`config.mk`:
```
export PLATFORM = sky130hd
export DESIGN_NAME = axi_reg_map_param
export DESIGN_NICKNAME = d
export VERILOG_FILES = /design/src/rtl/axi_reg_map_param.sv
export SDC_FILE = /design/constraint.sdc
export NUM_CORES = 1
export LEC_CHECK = 0
export ABC_CLOCK_PERIOD_IN_PS = 5100
export BUFFER_PORTS_ARGS = -buffer_cell sky130_fd_sc_hd__buf_2
export CAP_MARGIN = 10
export CORE_AREA = 5 5 266 268
export DETAILED_ROUTE_END_ITERATION = 10
export DIE_AREA = 0 0 271 273
export PLACE_DENSITY = 0.57
export SLEW_MARGIN = 20
export SYNTH_ARGS = -nofsm -noshare
export SYNTH_HDL_FRONTEND = slang
export SYNTH_SLANG_ARGS = --single-unit
```
`constraint.sdc`:
```
create_clock -name clk -period 5.1 [get_ports clk]
set_clock_uncertainty 0.2 [all_clocks]
set_input_delay 1.275 -clock clk [delete_from_list [all_inputs] [get_ports clk]]
set_output_delay 1.275 -clock clk [all_outputs]
set_load 0.1 [all_outputs]
```
`src/rtl/axi_reg_map_param.sv`:
```
// ---------------------------------------------------------------------------
// axi_reg_map_param
//
// AXI4-Lite slave register map with NUM_CTRL read/write control registers
// and NUM_STAT read-only status registers. The write address and write data
// are accepted independently into one-deep holding registers and committed
// together. The read response is registered and held until it is accepted.
//
// Address map (only addr[15:0] is decoded):
//   CTRL_BASE + 1 + k : control register k (R/W, byte strobes honoured)
//   STAT_BASE + 1 + k : status register k  (R only; writes return SLVERR)
//   anything else     : DECERR (reads return 0x0BAD0BAD)
//
// Ports:
//   clk, reset           clock, synchronous active-high reset
//   s_axi_aw*            write address channel
//   s_axi_w*             write data channel (with byte strobes)
//   s_axi_b*             write response channel
//   s_axi_ar*            read address channel
//   s_axi_r*             read data channel
//   ctrl_regs            flat control register contents, reg k at slice k
//   rst_ctrl_reg         per-register restore-to-default request
//   ctrl_wr_pulse        1-cycle pulse when control reg k is written
//   status_regs          flat status inputs, reg k at slice k
//   stat_rd_pulse        1-cycle pulse when status reg k is read
// ---------------------------------------------------------------------------
module axi_reg_map_param #(
  parameter int                             NUM_CTRL     = 8,
  parameter int                             NUM_STAT     = 8,
  parameter int                             DATA_WIDTH   = 32,
  parameter int                             ADDR_WIDTH   = 32,
  parameter logic [15:0]                    CTRL_BASE    = 16'h0000,
  parameter logic [15:0]                    STAT_BASE    = 16'h1000,
  parameter logic [NUM_CTRL*DATA_WIDTH-1:0] CTRL_DEFAULT = {NUM_CTRL{32'hAABBCCDD}}
) (
  input  logic                           clk,
  input  logic                           reset,
  // write address channel
  input  logic [ADDR_WIDTH-1:0]          s_axi_awaddr,
  input  logic                           s_axi_awvalid,
  output logic                           s_axi_awready,
  // write data channel
  input  logic [DATA_WIDTH-1:0]          s_axi_wdata,
  input  logic [DATA_WIDTH/8-1:0]        s_axi_wstrb,
  input  logic                           s_axi_wvalid,
  output logic                           s_axi_wready,
  // write response channel
  output logic [1:0]                     s_axi_bresp,
  output logic                           s_axi_bvalid,
  input  logic                           s_axi_bready,
  // read address channel
  input  logic [ADDR_WIDTH-1:0]          s_axi_araddr,
  input  logic                           s_axi_arvalid,
  output logic                           s_axi_arready,
  // read data channel
  output logic [DATA_WIDTH-1:0]          s_axi_rdata,
  output logic [1:0]                     s_axi_rresp,
  output logic                           s_axi_rvalid,
  input  logic                           s_axi_rready,
  // register side
  output logic [NUM_CTRL*DATA_WIDTH-1:0] ctrl_regs,
  input  logic [NUM_CTRL-1:0]            rst_ctrl_reg,
  output logic [NUM_CTRL-1:0]            ctrl_wr_pulse,
  input  logic [NUM_STAT*DATA_WIDTH-1:0] status_regs,
  output logic [NUM_STAT-1:0]            stat_rd_pulse
);

  localparam int STRB_W = DATA_WIDTH / 8;

  localparam logic [1:0] RESP_OKAY   = 2'b00;
  localparam logic [1:0] RESP_SLVERR = 2'b10;
  localparam logic [1:0] RESP_DECERR = 2'b11;

  localparam logic [DATA_WIDTH-1:0] RDATA_RST = DATA_WIDTH'(32'hDEADDEAD);
  localparam logic [DATA_WIDTH-1:0] RDATA_BAD = DATA_WIDTH'(32'h0BAD0BAD);

  // Offset of an address from the first register of a bank. Done in 17 bits
  // so that addresses at or below the base wrap to a large value and fail
  // the "offset < count" bank test without a separate lower-bound compare.
  function automatic logic [16:0] reg_off(input logic [15:0] addr,
                                          input logic [15:0] base);
    return {1'b0, addr} - {1'b0, base} - 17'd1;
  endfunction

  // Byte-lane merge of new data into an existing register value.
  function automatic logic [DATA_WIDTH-1:0] byte_merge(
    input logic [DATA_WIDTH-1:0] old_val,
    input logic [DATA_WIDTH-1:0] new_val,
    input logic [STRB_W-1:0]     strb
  );
    logic [DATA_WIDTH-1:0] res;
    res = old_val;
    for (int b = 0; b < STRB_W; b++) begin
      if (strb[b]) res[b*8 +: 8] = new_val[b*8 +: 8];
    end
    return res;
  endfunction

  // Upper address bits are intentionally not decoded.
  logic unused_addr_bits;
  assign unused_addr_bits = ^{s_axi_awaddr, s_axi_araddr};

  // -------------------------------------------------------------------------
  // Write path state
  // -------------------------------------------------------------------------
  logic                           aw_held_q, aw_held_d;
  logic [15:0]                    awaddr_q,  awaddr_d;
  logic                           w_held_q,  w_held_d;
  logic [DATA_WIDTH-1:0]          wdata_q,   wdata_d;
  logic [STRB_W-1:0]              wstrb_q,   wstrb_d;
  logic                           bvalid_q,  bvalid_d;
  logic [1:0]                     bresp_q,   bresp_d;
  logic [NUM_CTRL*DATA_WIDTH-1:0] ctrl_q,    ctrl_d;
  logic [NUM_CTRL-1:0]            wr_pulse_q, wr_pulse_d;

  logic        aw_hs, w_hs, b_hs, commit;
  logic [16:0] wr_coff, wr_soff;
  logic        wr_is_ctrl, wr_is_stat;

  // No new AW/W while a response is pending: keeps one write in flight.
  assign s_axi_awready = !aw_held_q && !bvalid_q;
  assign s_axi_wready  = !w_held_q  && !bvalid_q;

  assign aw_hs  = s_axi_awvalid && s_axi_awready;
  assign w_hs   = s_axi_wvalid  && s_axi_wready;
  assign b_hs   = bvalid_q && s_axi_bready;
  // Both halves must already be registered, so a same-edge AW+W handshake
  // commits on the following edge.
  assign commit = aw_held_q && w_held_q;

  assign wr_coff    = reg_off(awaddr_q, CTRL_BASE);
  assign wr_soff    = reg_off(awaddr_q, STAT_BASE);
  assign wr_is_ctrl = wr_coff < 17'(NUM_CTRL);
  assign wr_is_stat = wr_soff < 17'(NUM_STAT);

  always_comb begin
    aw_held_d  = aw_held_q;
    awaddr_d   = awaddr_q;
    w_held_d   = w_held_q;
    wdata_d    = wdata_q;
    wstrb_d    = wstrb_q;
    bvalid_d   = bvalid_q;
    bresp_d    = bresp_q;
    ctrl_d     = ctrl_q;
    wr_pulse_d = '0;

    if (aw_hs) begin
      aw_held_d = 1'b1;
      awaddr_d  = s_axi_awaddr[15:0];
    end
    if (w_hs) begin
      w_held_d = 1'b1;
      wdata_d  = s_axi_wdata;
      wstrb_d  = s_axi_wstrb;
    end
    if (b_hs) bvalid_d = 1'b0;

    // Restore first so that a commit to the same register overrides it.
    for (int k = 0; k < NUM_CTRL; k++) begin
      if (rst_ctrl_reg[k]) begin
        ctrl_d[k*DATA_WIDTH +: DATA_WIDTH] = CTRL_DEFAULT[k*DATA_WIDTH +: DATA_WIDTH];
      end
    end

    if (commit) begin
      aw_held_d = 1'b0;
      w_held_d  = 1'b0;
      bvalid_d  = 1'b1;
      if (wr_is_ctrl) begin
        bresp_d = RESP_OKAY;
        for (int k = 0; k < NUM_CTRL; k++) begin
          if (wr_coff == 17'(k)) begin
            ctrl_d[k*DATA_WIDTH +: DATA_WIDTH] =
              byte_merge(ctrl_q[k*DATA_WIDTH +: DATA_WIDTH], wdata_q, wstrb_q);
            wr_pulse_d[k] = |wstrb_q;
          end
        end
      end else if (wr_is_stat) begin
        bresp_d = RESP_SLVERR;
      end else begin
        bresp_d = RESP_DECERR;
      end
    end
  end

  always_ff @(posedge clk) begin
    if (reset) begin
      aw_held_q  <= 1'b0;
      w_held_q   <= 1'b0;
      bvalid_q   <= 1'b0;
      bresp_q    <= RESP_OKAY;
      ctrl_q     <= CTRL_DEFAULT;
      wr_pulse_q <= '0;
    end else begin
      aw_held_q  <= aw_held_d;
      w_held_q   <= w_held_d;
      bvalid_q   <= bvalid_d;
      bresp_q    <= bresp_d;
      ctrl_q     <= ctrl_d;
      wr_pulse_q <= wr_pulse_d;
    end
  end

  // Holding data registers are qualified by the held flags and need no reset.
  always_ff @(posedge clk) begin
    awaddr_q <= awaddr_d;
    wdata_q  <= wdata_d;
    wstrb_q  <= wstrb_d;
  end

  assign s_axi_bvalid  = bvalid_q;
  assign s_axi_bresp   = bresp_q;
  assign ctrl_regs     = ctrl_q;
  assign ctrl_wr_pulse = wr_pulse_q;

  // -------------------------------------------------------------------------
  // Read path state
  // -------------------------------------------------------------------------
  logic                  rvalid_q, rvalid_d;
  logic [1:0]            rresp_q,  rresp_d;
  logic [DATA_WIDTH-1:0] rdata_q,  rdata_d;
  logic [NUM_STAT-1:0]   rd_pulse_q, rd_pulse_d;

  logic        ar_hs, r_hs;
  logic [16:0] rd_coff, rd_soff;
  logic        rd_is_ctrl, rd_is_stat;

  assign s_axi_arready = !rvalid_q;
  assign ar_hs = s_axi_arvalid && s_axi_arready;
  assign r_hs  = rvalid_q && s_axi_rready;

  assign rd_coff    = reg_off(s_axi_araddr[15:0], CTRL_BASE);
  assign rd_soff    = reg_off(s_axi_araddr[15:0], STAT_BASE);
  assign rd_is_ctrl = rd_coff < 17'(NUM_CTRL);
  assign rd_is_stat = rd_soff < 17'(NUM_STAT);

  always_comb begin
    rvalid_d   = rvalid_q;
    rresp_d    = rresp_q;
    rdata_d    = rdata_q;
    rd_pulse_d = '0;

    if (r_hs) rvalid_d = 1'b0;

    // ctrl_q is the pre-commit value, so a same-edge write is not visible.
    if (ar_hs) begin
      rvalid_d = 1'b1;
      if (rd_is_ctrl) begin
        rresp_d = RESP_OKAY;
        for (int k = 0; k < NUM_CTRL; k++) begin
          if (rd_coff == 17'(k)) rdata_d = ctrl_q[k*DATA_WIDTH +: DATA_WIDTH];
        end
      end else if (rd_is_stat) begin
        rresp_d = RESP_OKAY;
        for (int k = 0; k < NUM_STAT; k++) begin
          if (rd_soff == 17'(k)) begin
            rdata_d       = status_regs[k*DATA_WIDTH +: DATA_WIDTH];
            rd_pulse_d[k] = 1'b1;
          end
        end
      end else begin
        rresp_d = RESP_DECERR;
        rdata_d = RDATA_BAD;
      end
    end
  end

  always_ff @(posedge clk) begin
    if (reset) begin
      rvalid_q   <= 1'b0;
      rresp_q    <= RESP_OKAY;
      rdata_q    <= RDATA_RST;
      rd_pulse_q <= '0;
    end else begin
      rvalid_q   <= rvalid_d;
      rresp_q    <= rresp_d;
      rdata_q    <= rdata_d;
      rd_pulse_q <= rd_pulse_d;
    end
  end

  assign s_axi_rvalid  = rvalid_q;
  assign s_axi_rresp   = rresp_q;
  assign s_axi_rdata   = rdata_q;
  assign stat_rd_pulse = rd_pulse_q;

endmodule
```
=== Word-level counts from Yosys, hierarchy flattened ===
Cells that the tools add are included.

* Register bits: 364
* Input port bits: 371
* Logic and storage cells: 213

* $add $sub $neg: 6
* Magnitude comparators: 4
* Equality and inequality tests: 55
* Muxes and demuxes: 56
* Bitwise operators: 12
* Reductions and logical operators: 29

{| class="wikitable"
|+ Operator list
! operator !! number
|-
| 2-to-1 mux 32 bit || 34
|-
| 2-to-1 mux 256 bit || 2
|-
| == test 17 x 3 -> 1 bit, second input constant || 12
|-
| inequality test 4 bit, second input constant || 32
|-
| == test 17 x 2 -> 1 bit, second input constant || 6
|-
| less-than comparator 17 x 4 -> 1 bit, second input constant || 4
|-
| == test 17 x 1 -> 1 bit, second input constant || 3
|-
| logical NOT 17 bit || 3
|-
| OR reduction 4 bit || 10
|-
| subtractor 16 x 1 -> 17 bit, second input constant || 2
|-
| subtractor 16 x 13 -> 17 bit, second input constant || 2
|-
| subtractor 17 x 1 -> 17 bit, second input constant || 2
|-
| 2-to-1 mux 8 bit || 4
|-
| 2-to-1 mux 1 bit || 13
|-
| NOT 1 bit || 12
|-
| inequality test 10 x 2 -> 1 bit, second input constant || 1
|-
| inequality test 9 x 1 -> 1 bit, second input constant || 1
|-
| logical AND 1 bit || 8
|-
| 2-to-1 mux 2 bit || 3
|-
| logical NOT 1 bit || 4
|-
| nonzero test 2 bit || 2
|-
| AND reduction 3 bit || 1
|-
| OR reduction 2 bit || 1
|}

=== Depth between registers and ports, before layout ===
* Depth after elaboration: 13
* Gate-level depth with buffers: 12

=== Least setup slack after synthesis ===
OpenSTA, ideal clock, no wires.

* Path kind: input to register
* From: input port s_axi_araddr[15]
* To: register rdata_q[27], in the netlist s_axi_rdata[27]
* Library setup time: 0.122 ns
* Arrival: 3.610 ns
* Setup slack: 1.168 ns
* Cell stages on the path: 8
* Path through: or4_4 > or4_4 > or3_1 > buf_6 > a211o_1 > a221oi_2 > o211ai_1 > a221o_1

* Cells in the longest elaborated chain, start to end: 12
* Elaborated cells on any way between the ends: 40

{| class="wikitable"
|+ RTL lines
! element !! line !! source
|-
| start, declared || 52 || <nowiki>input logic [ADDR_WIDTH-1:0] s_axi_araddr,</nowiki>
|-
| subtractor 16 x 13 -> 17 bit || 82 || <nowiki>return {1'b0, addr} - {1'b0, base} - 17'd1;</nowiki>
|-
| subtractor 17 x 1 -> 17 bit || 82 ||
|-
| == test 17 x 1 -> 1 bit || 256 || <nowiki>if (rd_soff == 17'(k)) begin</nowiki>
|-
| 2-to-1 mux 32 bit (7 in a row) || 256 ||
|-
| 2-to-1 mux 32 bit || 253 || <nowiki>end else if (rd_is_stat) begin</nowiki>
|-
| 2-to-1 mux 32 bit || 248 || <nowiki>if (rd_is_ctrl) begin</nowiki>
|-
| end signal, assigned || 277 || <nowiki>rdata_q <= rdata_d;</nowiki>
|-
| end, declared || 221 || <nowiki>logic [DATA_WIDTH-1:0] rdata_q, rdata_d;</nowiki>
|}

Parallel ways exist; a longest one is shown, timed or not.
A chain may end at the register's enable or synchronous reset.

=== Worst setup path after layout ===
* From: input port s_axi_araddr[0]
* To: register rdata_q[27], in the netlist s_axi_rdata[27]

Same word-level chain as after synthesis.

==> out/qor.yml <==
timing:
  worstMarginPinSlew_ns: 1.117
  rsz0062_at_grt: "no"
  maxSlewHeadroom_pct: 25.31
  maxSlewViolCount: 0
  fmax_mhz: 235.8
  setup_violations: 0
  timing_hold_violations_final: 0
  min_period_ns: 4.240
  fin_crit_sh_pct: 83.15
  fin_setup_tns_ns: 0
placed_design:
  place_congestion: 0.9347
  io_buffers: 651
  dpl.hpwl_um: 97970
die:
  core_area_mm2: 0.06811
  dieArea_mm2: 0.07398
  initial_core_util_pct: 26.08
  die_w_um: 271
  std_cell_rows: 96
  chipHeight_um: 273
  pin_count: 684
drt:
  drt_iter0_drc: 2729
  viasPerCell: 6.042
  drc: 0
  wl_per_cell_um: 35.15
  num_vias: 21580
  drt-total-wl_um: 125500
  firstDrtPassIters: 6
  ant_nets: 0
clock_tree:
  ctsResizeCount: 0
  numCtsBuffers: 42
  cts_tree: "done"
  cts.sinks: 363
  clkLatencyLatePin_ns: 0.59
  cts-hold-fix-buffers: 0
  root_buffer: "clkbuf_16"
  clk_pin_slew_ns: 0.06
  cts_setup_buffers: 0
  htreeDepth: 2
  cts.path.max_buffers: 3
logic_synthesis:
  synth.distinct_cells: 80
  synth_nets: 2360
  synthArstFlopShare_pct: 0
  netlist_instances: 1989
  ys_warn_count: 0
  ys_ff_latch: 363
  synth_top_flop_cell: "dfxtp_1"
  synth_area_leader_cell: "dfxtp_1"
  synth_seq_area_share_pct: 43.84
  synth_edf_count: 52
  synth_area_leaders: "dfxtp_1 35%, edfxtp_1 8.8%, o22ai_1 5.0%"
  yosysTopAreaCellShare_pct: 35.05
  syn-cell-area_mm2: 0.01776
  avgSynthCellArea_um2: 8.931
critical_path:
  critical_path.slowest_cell: "a221oi_1"
  critPathBufInv: 4
  reg2reg_depth: 7
  start_kind: "input port"
  crit_required_ns: 5.35
  cpPeakStageDelay_ns: 0.60
  worstPathArrival_ns: 4.49
  crit_family: "compound AO/OA/AOI/OAI gates"
  crit_chain: "buf_4 > buf_4 > nand2b_1 > nor3_2 > buf_4 > a221oi_1 > o2bb2ai_1 > a221oi_1 > buf_4 > nor2_1 > a221o_1"
  cp-startpoint: "s_axi_araddr[0]"
  reg2reg_from: "awaddr_q[1]"
  r2r-end: "ctrl_regs[169]"
  crit_type: "input port to flop"
  critical_path.max_fanout: 22
  end_kind: "flop"
  r2r_slack_ns: 1.22
  crit_top_cell: "buf_4"
grt:
  grt_use_total_pct: 31.78
  gr-total-overflow: 0
  antenna_found_initial: 29
  grt_pass1_wl_um: 168700
  grt_max_degree: 180
  grt_pass1_vias: 20350
final_layout:
  fin_util_pct: 35.13
  nNetsFinal: 3013
  most-common-layout-cells: "649 x buf_2, 311 x dfxtp_1, 222 x nor2_1"
  syn_to_final_growth_pct: 34.69
  drive_gt1_share_pct: 33.63
  layout_commonest_cell: "buf_2"
  fillers: 7294
pwr:
  leakage_uw: 0.009061
  max-vdd-ir-drop_mv: 0.2095
  powerDensity_mw_per_mm2: 287.7
min_path:
  min-delay-start: "s_axi_rdata[30]"
  hold_path_end: "s_axi_rdata[30]"
  hold_class: "flop to flop"
  hold_depth: 1
run:
  maxCapViolations: 0
outcome:
  status: "completed"
-- cells in the mapped netlist (7+ instances only) --
cell and n:
o22a_1 7, a221o_1 12, o22ai_1 142, o21a_1 21, a2bb2oi_1 10, a21oi_1 113, a31oi_1 16, nor2_1 224
buf_2 27, a21o_1 11, a22oi_1 111, nor3_1 44, mux2i_1 33, inv_1 12, nand3_1 22, buf_1 22
o21bai_1 12, nand2_1 80, o21ai_0 100, o32a_1 81, nor4_1 16, o211ai_1 9, nand2b_1 89, a21boi_1 7
a211oi_1 16, o221ai_1 41, dfxtp_1 311, a32oi_1 18, or3_1 30, a221oi_1 29, clkbuf_1 122, a22o_1 15
edfxtp_1 52
-- routing by layer --
layer | wire length [um] | GRT usage, %
met1 | 46730 | 37.43
met4 | 6182 | 12.72
met5 | 27 | 0
met2 | 57950 | 52.80
met3 | 14610 | 11.50
-- worst max-delay path by stage --
stage                     cells past startpoint  slack (ns)         endpoint
after floorplan                               8        1.17  s_axi_rdata[27]
after global placement                        8        0.38  s_axi_rdata[22]
after detailed placement                      8        0.34  s_axi_rdata[22]
after CTS                                    11        0.96  s_axi_rdata[27]
after global routing                         11        0.84  s_axi_rdata[27]
final                                        11        0.86  s_axi_rdata[27]
-- state kept, by name (all words and copies together) (netlist names) --
name / flops
aw_held_q: 1
awaddr_q: 16
ctrl_regs: 256
ctrl_wr_pulse: 8
s_axi_bresp: 2
s_axi_bvalid: 1
s_axi_rdata: 32
s_axi_rresp: 1
s_axi_rvalid: 1
stat_rd_pulse: 8
w_held_q: 1
wdata_q: 32
wstrb_q: 4
-- where the power goes --
group          leakage (uW)  total (uW)  switching, uW  internal (uW)
Clock              0.000667        3040           1350           1690
Combinational       0.00538         808            574            234
Sequential          0.00302        3030           71.3           2960
Total               0.00906        6880           2000           4890
-- metrics by stage --
stage,hold WS (ns),cell area [um^2],instances,power (uW),setup WS (ns)
floorplan,0.2971,17760,1989,3500,1.168
global placement,0.2486,22550,3480,3884,0.3753
detailed placement,0.2676,22550,3480,3887,0.3449
CTS,0.2797,23890,3558,6890,0.9564
global route,0.3097,23920,3567,7038,0.8430
finish,0.2827,23930,3571,6884,0.8595
-- cell type report --
type	instances	area [um^2]	share of cell area (%)
sequential	363	7787	32.55
clock inverter	20	162.7	0.6798
antenna	13	32.53	0.1360
tap	882	1104	4.613
multi-input combinational	1440	9314	38.93
clock buffer	58	1182	4.942
inverter	12	45.04	0.1883
timing repair buffer	783	4298	17.96
-- kinds of logic (layout without fill, tap and decap cells) --
group | after synthesis | in the layout | share of synthesized area (%)
flops | 363 | 363 | 43.84
buf+inv | 186 | 873 | 4.205
xor+xnor | 1 | 1 | 0.04932
simple gates | 566 | 566 | 15.84
mux | 37 | 37 | 2.113
other cells | 0 | 13 | 0
compound gates | 836 | 836 | 33.95
Power figures use the tool's default switching activity.
